===== config.mk =====
export PLATFORM = sky130hd
export DESIGN_NAME = instr_encoder_loader_flat
export DESIGN_NICKNAME = d
export VERILOG_FILES = /design/src/rtl/instr_encoder_loader_if.sv /design/src/rtl/instr_encoder_loader.sv /design/src/flat_wrapper.sv
export SDC_FILE = /design/constraint.sdc
export NUM_CORES = 1
export LEC_CHECK = 0
export ABC_AREA = 0
export BUFFER_PORTS_ARGS = -buffer_cell sky130_fd_sc_hd__buf_4
export CAP_MARGIN = 20
export CORE_UTILIZATION = 40
export DETAILED_ROUTE_END_ITERATION = 16
export PLACE_DENSITY = 0.67
export SLEW_MARGIN = 20
export SYNTH_ARGS = -nofsm -noshare
export SYNTH_HDL_FRONTEND = slang
export SYNTH_SLANG_ARGS = --single-unit

===== constraint.sdc =====
create_clock -name clk -period 3.83 [get_ports clk]
set_input_delay 0 -clock clk [delete_from_list [all_inputs] [get_ports clk]]
set_output_delay 0 -clock clk [all_outputs]
set_load 0.01 [all_outputs]

===== src/rtl/instr_encoder_loader_if.sv =====
// Request handshake plus instruction-memory write bus of the encoder/loader.
// The host/requester uses master; the loader uses slave.
interface instr_encoder_loader_if #(
    parameter int DATA_WIDTH = 32,
    parameter int ADDR_WIDTH = 8
);
    logic                  req_valid;
    logic                  req_ready;
    logic [1:0]            op;
    logic [4:0]            rd;
    logic [4:0]            rs1;
    logic [4:0]            rs2;
    logic [12:0]           imm;
    logic                  mem_we;
    logic [ADDR_WIDTH-1:0] mem_addr;
    logic [DATA_WIDTH-1:0] mem_wdata;

    modport master (
        output req_valid, op, rd, rs1, rs2, imm,
        input  req_ready, mem_we, mem_addr, mem_wdata
    );

    modport slave (
        input  req_valid, op, rd, rs1, rs2, imm,
        output req_ready, mem_we, mem_addr, mem_wdata
    );
endinterface


===== src/rtl/instr_encoder_loader.sv =====
// RV32I encoder/program loader: packs ADD/ADDI/BNE field requests into words and
// writes them to consecutive imem addresses. Define CHECKSUM_EN for the running checksum port.
module instr_encoder_loader #(
    parameter int DATA_WIDTH = 32,
    parameter int ADDR_WIDTH = 8
) (
    input  logic                  clk,
    input  logic                  rst_n,
    input  logic                  start,
    input  logic                  finish,
    instr_encoder_loader_if.slave bus,
    output logic [ADDR_WIDTH:0]   count,
    output logic                  busy,
    output logic                  done,
    output logic                  full,
`ifdef CHECKSUM_EN
    output logic [DATA_WIDTH-1:0] checksum,
`endif
    output logic                  err
);

    localparam logic [ADDR_WIDTH:0] FULL_CNT = {1'b1, {ADDR_WIDTH{1'b0}}};

    typedef enum logic [1:0] {IDLE = 2'd0, LOAD = 2'd1, DONE = 2'd2} state_t;

    typedef struct packed {
        logic [1:0]  op;
        logic [4:0]  rd;
        logic [4:0]  rs1;
        logic [4:0]  rs2;
        logic [12:0] imm;
    } req_t;

    state_t                state_q, state_d;
    logic [ADDR_WIDTH-1:0] ptr_q, ptr_d;
    logic [ADDR_WIDTH:0]   count_q, count_d;
    logic                  full_q, full_d;
    logic                  we_q, we_d;
    logic [ADDR_WIDTH-1:0] addr_q, addr_d;
    logic [DATA_WIDTH-1:0] wdata_q, wdata_d;
    logic                  err_q, err_d;
`ifdef CHECKSUM_EN
    logic [DATA_WIDTH-1:0] sum_q, sum_d;
`endif

    req_t req;
    logic req_ready;
    logic accept;
    logic legal_wr;
    logic last_wr;

    assign req = '{op: bus.op, rd: bus.rd, rs1: bus.rs1, rs2: bus.rs2, imm: bus.imm};

    function automatic logic [DATA_WIDTH-1:0] encode(input req_t r);
        logic [DATA_WIDTH-1:0] w;
        w = '0;
        case (r.op)
            2'b00: w = {7'b0, r.rs2, r.rs1, 3'b000, r.rd, 7'b0110011};
            2'b01: w = {r.imm[11:0], r.rs1, 3'b000, r.rd, 7'b0010011};
            // Branch offset is halfword-granular, so imm[0] never reaches the word
            2'b10: w = {r.imm[12], r.imm[10:5], r.rs2, r.rs1, 3'b001,
                        r.imm[4:1], r.imm[11], 7'b1100011};
            default: w = '0;
        endcase
        return w;
    endfunction

    assign accept   = bus.req_valid && req_ready;
    assign legal_wr = accept && (req.op != 2'b11);
    assign last_wr  = legal_wr && ((count_q + 1'b1) == FULL_CNT);

    // State register
    always_ff @(posedge clk) begin
        if (!rst_n) state_q <= IDLE;
        else        state_q <= state_d;
    end

    // Next-state logic
    always_comb begin
        state_d = state_q;
        case (state_q)
            IDLE: if (start) state_d = LOAD;
            LOAD: begin
                if (start)                   state_d = LOAD;
                else if (finish || last_wr)  state_d = DONE;
            end
            DONE: if (start) state_d = LOAD;
            default: state_d = IDLE;
        endcase
    end

    // State-decoded outputs; start blocks acceptance so a new session begins clean
    always_comb begin
        busy      = (state_q == LOAD);
        done      = (state_q == DONE);
        req_ready = (state_q == LOAD) && !full_q && !start;
    end

    always_comb begin
        ptr_d   = ptr_q;
        count_d = count_q;
        full_d  = full_q;
        we_d    = 1'b0;
        addr_d  = addr_q;
        wdata_d = wdata_q;
        err_d   = 1'b0;
`ifdef CHECKSUM_EN
        sum_d   = we_q ? sum_q + wdata_q : sum_q;
`endif
        if (start) begin
            ptr_d   = '0;
            count_d = '0;
            full_d  = 1'b0;
`ifdef CHECKSUM_EN
            sum_d   = '0;
`endif
        end else if (legal_wr) begin
            we_d    = 1'b1;
            addr_d  = ptr_q;
            wdata_d = encode(req);
            ptr_d   = ptr_q + 1'b1;
            count_d = count_q + 1'b1;
            full_d  = last_wr;
        end else if (accept) begin
            err_d = 1'b1;
        end
    end

    always_ff @(posedge clk) begin
        if (!rst_n) begin
            ptr_q   <= '0;
            count_q <= '0;
            full_q  <= 1'b0;
            we_q    <= 1'b0;
            addr_q  <= '0;
            wdata_q <= '0;
            err_q   <= 1'b0;
`ifdef CHECKSUM_EN
            sum_q   <= '0;
`endif
        end else begin
            ptr_q   <= ptr_d;
            count_q <= count_d;
            full_q  <= full_d;
            we_q    <= we_d;
            addr_q  <= addr_d;
            wdata_q <= wdata_d;
            err_q   <= err_d;
`ifdef CHECKSUM_EN
            sum_q   <= sum_d;
`endif
        end
    end

    assign bus.req_ready = req_ready;
    assign bus.mem_we    = we_q;
    assign bus.mem_addr  = addr_q;
    assign bus.mem_wdata = wdata_q;
    assign count         = count_q;
    assign full          = full_q;
    assign err           = err_q;
`ifdef CHECKSUM_EN
    assign checksum      = sum_q;
`endif

endmodule


===== src/flat_wrapper.sv =====
// flat-port wrapper written by rule: the top's interface ports become plain ports
module instr_encoder_loader_flat 
#(
    parameter int DATA_WIDTH = 32,
    parameter int ADDR_WIDTH = 8
)
  (clk, rst_n, start, finish, count, busy, done, full, err, bus_req_valid, bus_op, bus_rd, bus_rs1, bus_rs2, bus_imm, bus_req_ready, bus_mem_we, bus_mem_addr, bus_mem_wdata);
  instr_encoder_loader_if #(.DATA_WIDTH(DATA_WIDTH), .ADDR_WIDTH(ADDR_WIDTH)) bus_i ();
  input  logic clk;
  input  logic rst_n;
  input  logic start;
  input  logic finish;
  output logic [ADDR_WIDTH:0] count;
  output logic busy;
  output logic done;
  output logic full;
  output logic err;
  input wire logic [$bits(bus_i.req_valid)-1:0] bus_req_valid;
  input wire logic [$bits(bus_i.op)-1:0] bus_op;
  input wire logic [$bits(bus_i.rd)-1:0] bus_rd;
  input wire logic [$bits(bus_i.rs1)-1:0] bus_rs1;
  input wire logic [$bits(bus_i.rs2)-1:0] bus_rs2;
  input wire logic [$bits(bus_i.imm)-1:0] bus_imm;
  output wire logic [$bits(bus_i.req_ready)-1:0] bus_req_ready;
  output wire logic [$bits(bus_i.mem_we)-1:0] bus_mem_we;
  output wire logic [$bits(bus_i.mem_addr)-1:0] bus_mem_addr;
  output wire logic [$bits(bus_i.mem_wdata)-1:0] bus_mem_wdata;
  assign bus_i.req_valid = bus_req_valid;
  assign bus_i.op = bus_op;
  assign bus_i.rd = bus_rd;
  assign bus_i.rs1 = bus_rs1;
  assign bus_i.rs2 = bus_rs2;
  assign bus_i.imm = bus_imm;
  assign bus_req_ready = bus_i.req_ready;
  assign bus_mem_we = bus_i.mem_we;
  assign bus_mem_addr = bus_i.mem_addr;
  assign bus_mem_wdata = bus_i.mem_wdata;
  instr_encoder_loader #(.DATA_WIDTH(DATA_WIDTH), .ADDR_WIDTH(ADDR_WIDTH)) u_core (.clk(clk), .rst_n(rst_n), .start(start), .finish(finish), .bus(bus_i), .count(count), .busy(busy), .done(done), .full(full), .err(err));
endmodule

==> After elaboration in Yosys (flattened, before gate mapping) <==
Cells that the tools add are included.
{ "classes": {"n_addsub": 2, "n_eq_ne": 8, "mux": 7, "n_bitwise": 2, "n_reduce_logical": 15} }
{ "op_table": {"columns": ["cell", "count"], "rows": [
  ["one-hot mux 32 bit (3 select lines)", 1],
  ["adder 9 x 1 -> 9 bit, second input constant", 1],
  ["equality test 9 bit, second input constant", 1],
  ["adder 8 x 1 -> 8 bit, second input constant", 1],
  ["two-way mux 2 bit", 3],
  ["logical AND 1 bit", 5],
  ["equality test 2 x 1 -> 1 bit, second input constant", 2],
  ["equality test 2 bit, second input constant", 2],
  ["logical NOT 2 bit", 2],
  ["one-hot mux 2 bit (2 select lines)", 1],
  ["AND reduction 2 bit", 2],
  ["OR reduction 2 bit", 2],
  ["!= test 3 x 2 -> 1 bit, second input constant", 1],
  ["OR reduction 3 bit", 1],
  ["logical NOT 1 bit", 2],
  ["two-way mux 1 bit", 2],
  ["!= test 2 x 1 -> 1 bit, second input constant", 1],
  ["!= test 2 bit, second input constant", 1],
  ["inverter 1 bit", 2],
  ["logical OR 1 bit", 1]
]} }
{ "totals": {"regBits": 62, "in_bits": 35, "output_inout_bits": 55, "elab_cells": 42} }

==> Longest topological paths before layout <==
{ "depth": {"depth_word": 10, "mapped_depth": 8, "ltp_nobuf": 6} }

==> Least setup slack after synthesis <==
No wires, ideal clock.
{ "synth_timing": {"kind": "register to register", "start": "reg u_core.count_q[0], in the netlist u_core.count[0]", "end": "reg u_core.state_q[0]", "setup_time_ns": 0.117, "arrival_ns": 1.789, "required_time_ns": 3.713, "path_slack_ns": 1.923, "stages_incl_launch_ff": 7, "n_path_buf": 0, "synth_period_minus_slack_ns": 1.907, "path_cell_list": "dfxtp_1 ha_1 and2_1 a21oi_1 o32a_1 a2111o_1 a32o_1"} }
{ "synth_between": {"elab_chain_cells": 6} }
{ "synth_lines": {"columns": ["item", "line", "source"], "rows": [
  ["from (decl)", "instr_encoder_loader.sv:36", "logic [ADDR_WIDTH:0] count_q, count_d;"],
  ["from (signal assigned)", "instr_encoder_loader.sv:143", "count_q <= count_d;"],
  ["adder 9 x 1 -> 9 bit", "instr_encoder_loader.sv:70", "assign last_wr = legal_wr && ((count_q + 1'b1) == FULL_CNT);"],
  ["equality test 9 bit", "instr_encoder_loader.sv:70", null],
  ["logical AND 1 bit", "instr_encoder_loader.sv:70", null],
  ["logical OR 1 bit", "instr_encoder_loader.sv:85", "else if (finish || last_wr) state_d = DONE;"],
  ["!= test 3 x 2 -> 1 bit (no line)", null, null],
  ["AND reduction 2 bit (no line)", null, null],
  ["to (signal assigned)", "instr_encoder_loader.sv:75", "else state_q <= state_d;"],
  ["to (decl)", "instr_encoder_loader.sv:34", "state_t state_q, state_d;"]
]} }
No other way between the ends.
A chain may end at the register's enable or synchronous reset.

==> Worst setup path after layout <==
{ "layout_timing": {"start": "reg u_core.state_q[1]", "end": "reg u_core.count_q[3], in the netlist u_core.count[3]"} }
{ "layout_between": {"elab_chain_cells": 5} }
{ "layout_lines": {"columns": ["item", "line", "source"], "rows": [
  ["equality test 2 x 1 -> 1 bit", "instr_encoder_loader.sv:96", "req_ready = (state_q == LOAD) && !full_q && !start;"],
  ["logical AND 1 bit (2 in series)", "instr_encoder_loader.sv:96", null],
  ["logical AND 1 bit", "instr_encoder_loader.sv:68", "assign accept = bus.req_valid && req_ready;"],
  ["logical AND 1 bit", "instr_encoder_loader.sv:69", "assign legal_wr = accept && (req.op != 2'b11);"]
]} }
No other way between the ends.

==> metrics.md <==
| Metric | Value |
|---|---|
| Root Buffer | clkbuf_8 |
| WS Path Type | register to register |
| GRT Total Usage | 0.184 |
| Max-slew headroom | 0.643 |
| Max-cap violations | 0 |
| Row count | 28 |
| Area grow syn2layout | 36.2% |
| M3 GR Usage | 0.0307 |
| Final setup fails | 0 |
| Post-synth ARST share | 0 |
| Clock skew | 0.00523 ns |
| Initial antenna violation count | 0 |
| WP buf/inv | 1 |
| Drt wl/cell | approximately 13 um |
| Status | completed |
| Max Slew Vio Count | 0 |
| Top cell type's share of synthesized area | 0.458 |
| IO buf count | 85 |
| Post-route ant nets | 0 |
| CTS Hold Buffers Added | 11 |
| CP Max Fanout | 44 |
| Peak VDD IR | around 0.00018 V |
| Critical Path Max Stage Delay | approximately 0.44 ns |
| Iteration-0 DRC Markers | approximately 160 |
| N_diodes | 0 |
| Share of cells above drive strength 1 | 0.284 |
| Via count | around 2200 |
| Min Hold Slack | ~0.0069 ns |
| Die Span Y | 80.3 um |
| TritonCTS Buffers | 5 |
| Setup tns final | 0 ns |
| RSZ-0062 raised after global routing | false |
| Register area share after synthesis | 0.458 |
| CP max-delay cell | nor4b_4 |
| Largest net degree at the start of global routing | 45 |
| Htree depth | 2 |
| Worst-Skew Late Latency | 0.30 ns |
| Syn Area/Cell | 8.91 um2 |
| CTS sink count | 56 |
| Vias in the first global route | between 1500 and 2000 |
| Crit path DAT | about 2.2 ns |
| Die Area | about 6400 um2 |
| Worst setup SP type | register |
| Worst path top cell family by delay | simple AND/OR/NAND/NOR gates |
| Post-synth top cells | dfxtp_1 (56), nand2_1 (50), nor2_1 (18) |
| Setup repair bufs after CTS | 0 |
| Synth area leader | dfxtp_1 |
| Core area | a little under 6000 um2 |
| Hold wc startpoint | bus_req_valid |
| Via/cell ratio | approximately 5.0 |
| Crit path from | u_core.state_q[1]$_SDFFE_PN0P_ |
| Final WL | between 5000 and 6000 um |
| Top cells by area, synth | dfxtp_1 (46%), nand2_1 (7.7%), a21boi_0 (5.2%) |
| Min-delay worst type | input port to register |
| Fin util | 0.563 |
| Required time worst endpoint | ~4.0 ns |
| R2r startpoint | u_core.state_q[1]$_SDFFE_PN0P_ |
| Critical Path End Type | register |
| EDFF count, synth | 0 |
| Initial core utilization | 0.414 |
| First-pass GRT wire length | ~9300 um |
| Met2 Usage GRT | 0.296 |
| Final GP Congestion | between 0.7 and 0.8 |
| Top-count cell post-synth | dfxtp_1 |
| Met1 usage | 0.249 |
| Tmin final | approximately 2.1 ns |
| Period Utilization, post-route | 0.537 |
| Final hold violations | 0 |
| Resized Gates After CTS | 0 |
| Clk pin slew, worst setup/hold paths | 0.09 ns |
| Clock Path Buffers | 2 |
| FMAX | ~490 MHz |
| Total gr overflow | 0 |
| Post-synth cell types | 41 |
| Nets | 400 |
| CTS tree | built |
| Synth Instances | 275 |
| I/O pin count | 90 |
| Yosys warns | 0 |
| Cell Area, Synth | between 2000 and 2500 um2 |
| DR pass1 iterations | 4 |
| # DRC | 0 |
| Leakage power | around 1.5 nW |
| GRT busiest layer | met2 |
| Most common flop cell mapped by yosys | dfxtp_1 |
| Flops & latches, synth | between 50 and 60 |
| Die X | 80.3 um |
| Detailed placement HPWL | between 3000 and 4000 um |
| Worst-Margin Slew | between 0.5 and 0.6 ns |
| Pwr/cell area | 337 nW/um2 |
| Worst-path cell chain | nor4b_4 -> and3_1 -> buf_4 -> nor2_1 -> o21ai_0 -> o31ai_1 |
-- final timing paths --
kind                                                end  slack (ns)  cells after the start
setup / recovery           u_core.count[3]$_SDFFE_PP0P_        1.77                      6
hold / removal    u_core.bus.mem_wdata[31]$_SDFFE_PN0P_       0.007                      3
setup reg to reg           u_core.count[3]$_SDFFE_PP0P_        1.77                      6
hold reg to reg     u_core.bus.mem_addr[4]$_SDFFE_PN0P_        0.47                      2
-- through the flow --
step | power [mW] | std cells | setup slack [ns] | instance area, um2
final | 1.12 | 438 | 1.77 | 3340
after global routing | 1.18 | 438 | 1.55 | 3340
after CTS | 1.14 | 438 | 1.79 | 3340
after detailed placement | 0.717 | 419 | 1.79 | 3100
after global placement | 0.716 | 419 | 1.87 | 3100
after floorplan | 0.666 | 278 | 1.92 | 2460
-- cells by family after synthesis --
group / Yosys count / synth area share
simple gates: 109 / 0.215
compound gates: 68 / 0.213
flops: 56 / 0.458
buf+inv: 26 / 0.0521
xor+xnor: 8 / 0.0286
mux: 4 / 0.0163
fa+ha+maj: 3 / 0.0153
other cells: 1 / 0.00153
-- cell usage in the layout, fill, tap and decap left out, drive strengths merged, types with 2 or more instances in the layout --
master       instances
and3                 4
nor3                 5
mux2i                4
o22a                 5
o211ai               2
nor2b               11
nand3b               3
o21ai                9
nand2b               3
ha                   3
nand4                7
clkbuf               7
dlygate4sd3         11
dfxtp               56
o221a                5
nor2                18
o211a                6
a21oi                7
nand2               50
xor2                 6
inv                  5
conb                 4
a31oi                2
a21boi              17
buf                 87
xnor2                2
a22oi                6
nand3                4
-- worst reg2reg max path: cells and delay by family (launching register included) --
kind | cells | cell delay [ns]
and+or+nand+nor | 3 | 0.89
buffers and inverters | 1 | 0.40
AOI/OAI and AO/OA | 2 | 0.29
DFF | 1 | 0.36
-- area by class of cell --
cell class / instances / area (um2)
inverter: 5 / 18.8
tap: 75 / 93.8
fill: 549 / 2580
sequential: 56 / 1120
multi-input combinational: 196 / 1210
clock inverter: 1 / 30.0
clock buffer: 7 / 96.3
timing repair buffer: 98 / 763
-- per-layer routing --
metal,up-vias,share of wire
li1,1128,-
met2,62,0.46
met4,0,0.014
met1,991,0.48
met5,-,0
met3,7,0.049
-- report_power, final --
| part | internal, mW | total (mW) | switching (mW) |
|---|---|---|---|
| Combinational | 0.0625 | 0.114 | 0.0512 |
| Clock | 0.231 | 0.413 | 0.182 |
| Sequential | 0.591 | 0.598 | 0.00669 |
| Total | 0.885 | 1.12 | 0.240 |
-- registers in the layout (all words and copies together), names as in the netlist --
| register | flops |
|---|---|
| u_core.bus.mem_wdata | 26 |
| u_core.state_q | 2 |
| u_core.bus.mem_we | 1 |
| u_core.err | 1 |
| u_core.count | 9 |
| u_core.ptr_q | 8 |
| u_core.full | 1 |
| u_core.bus.mem_addr | 8 |
Power figures use the tool's default switching activity.
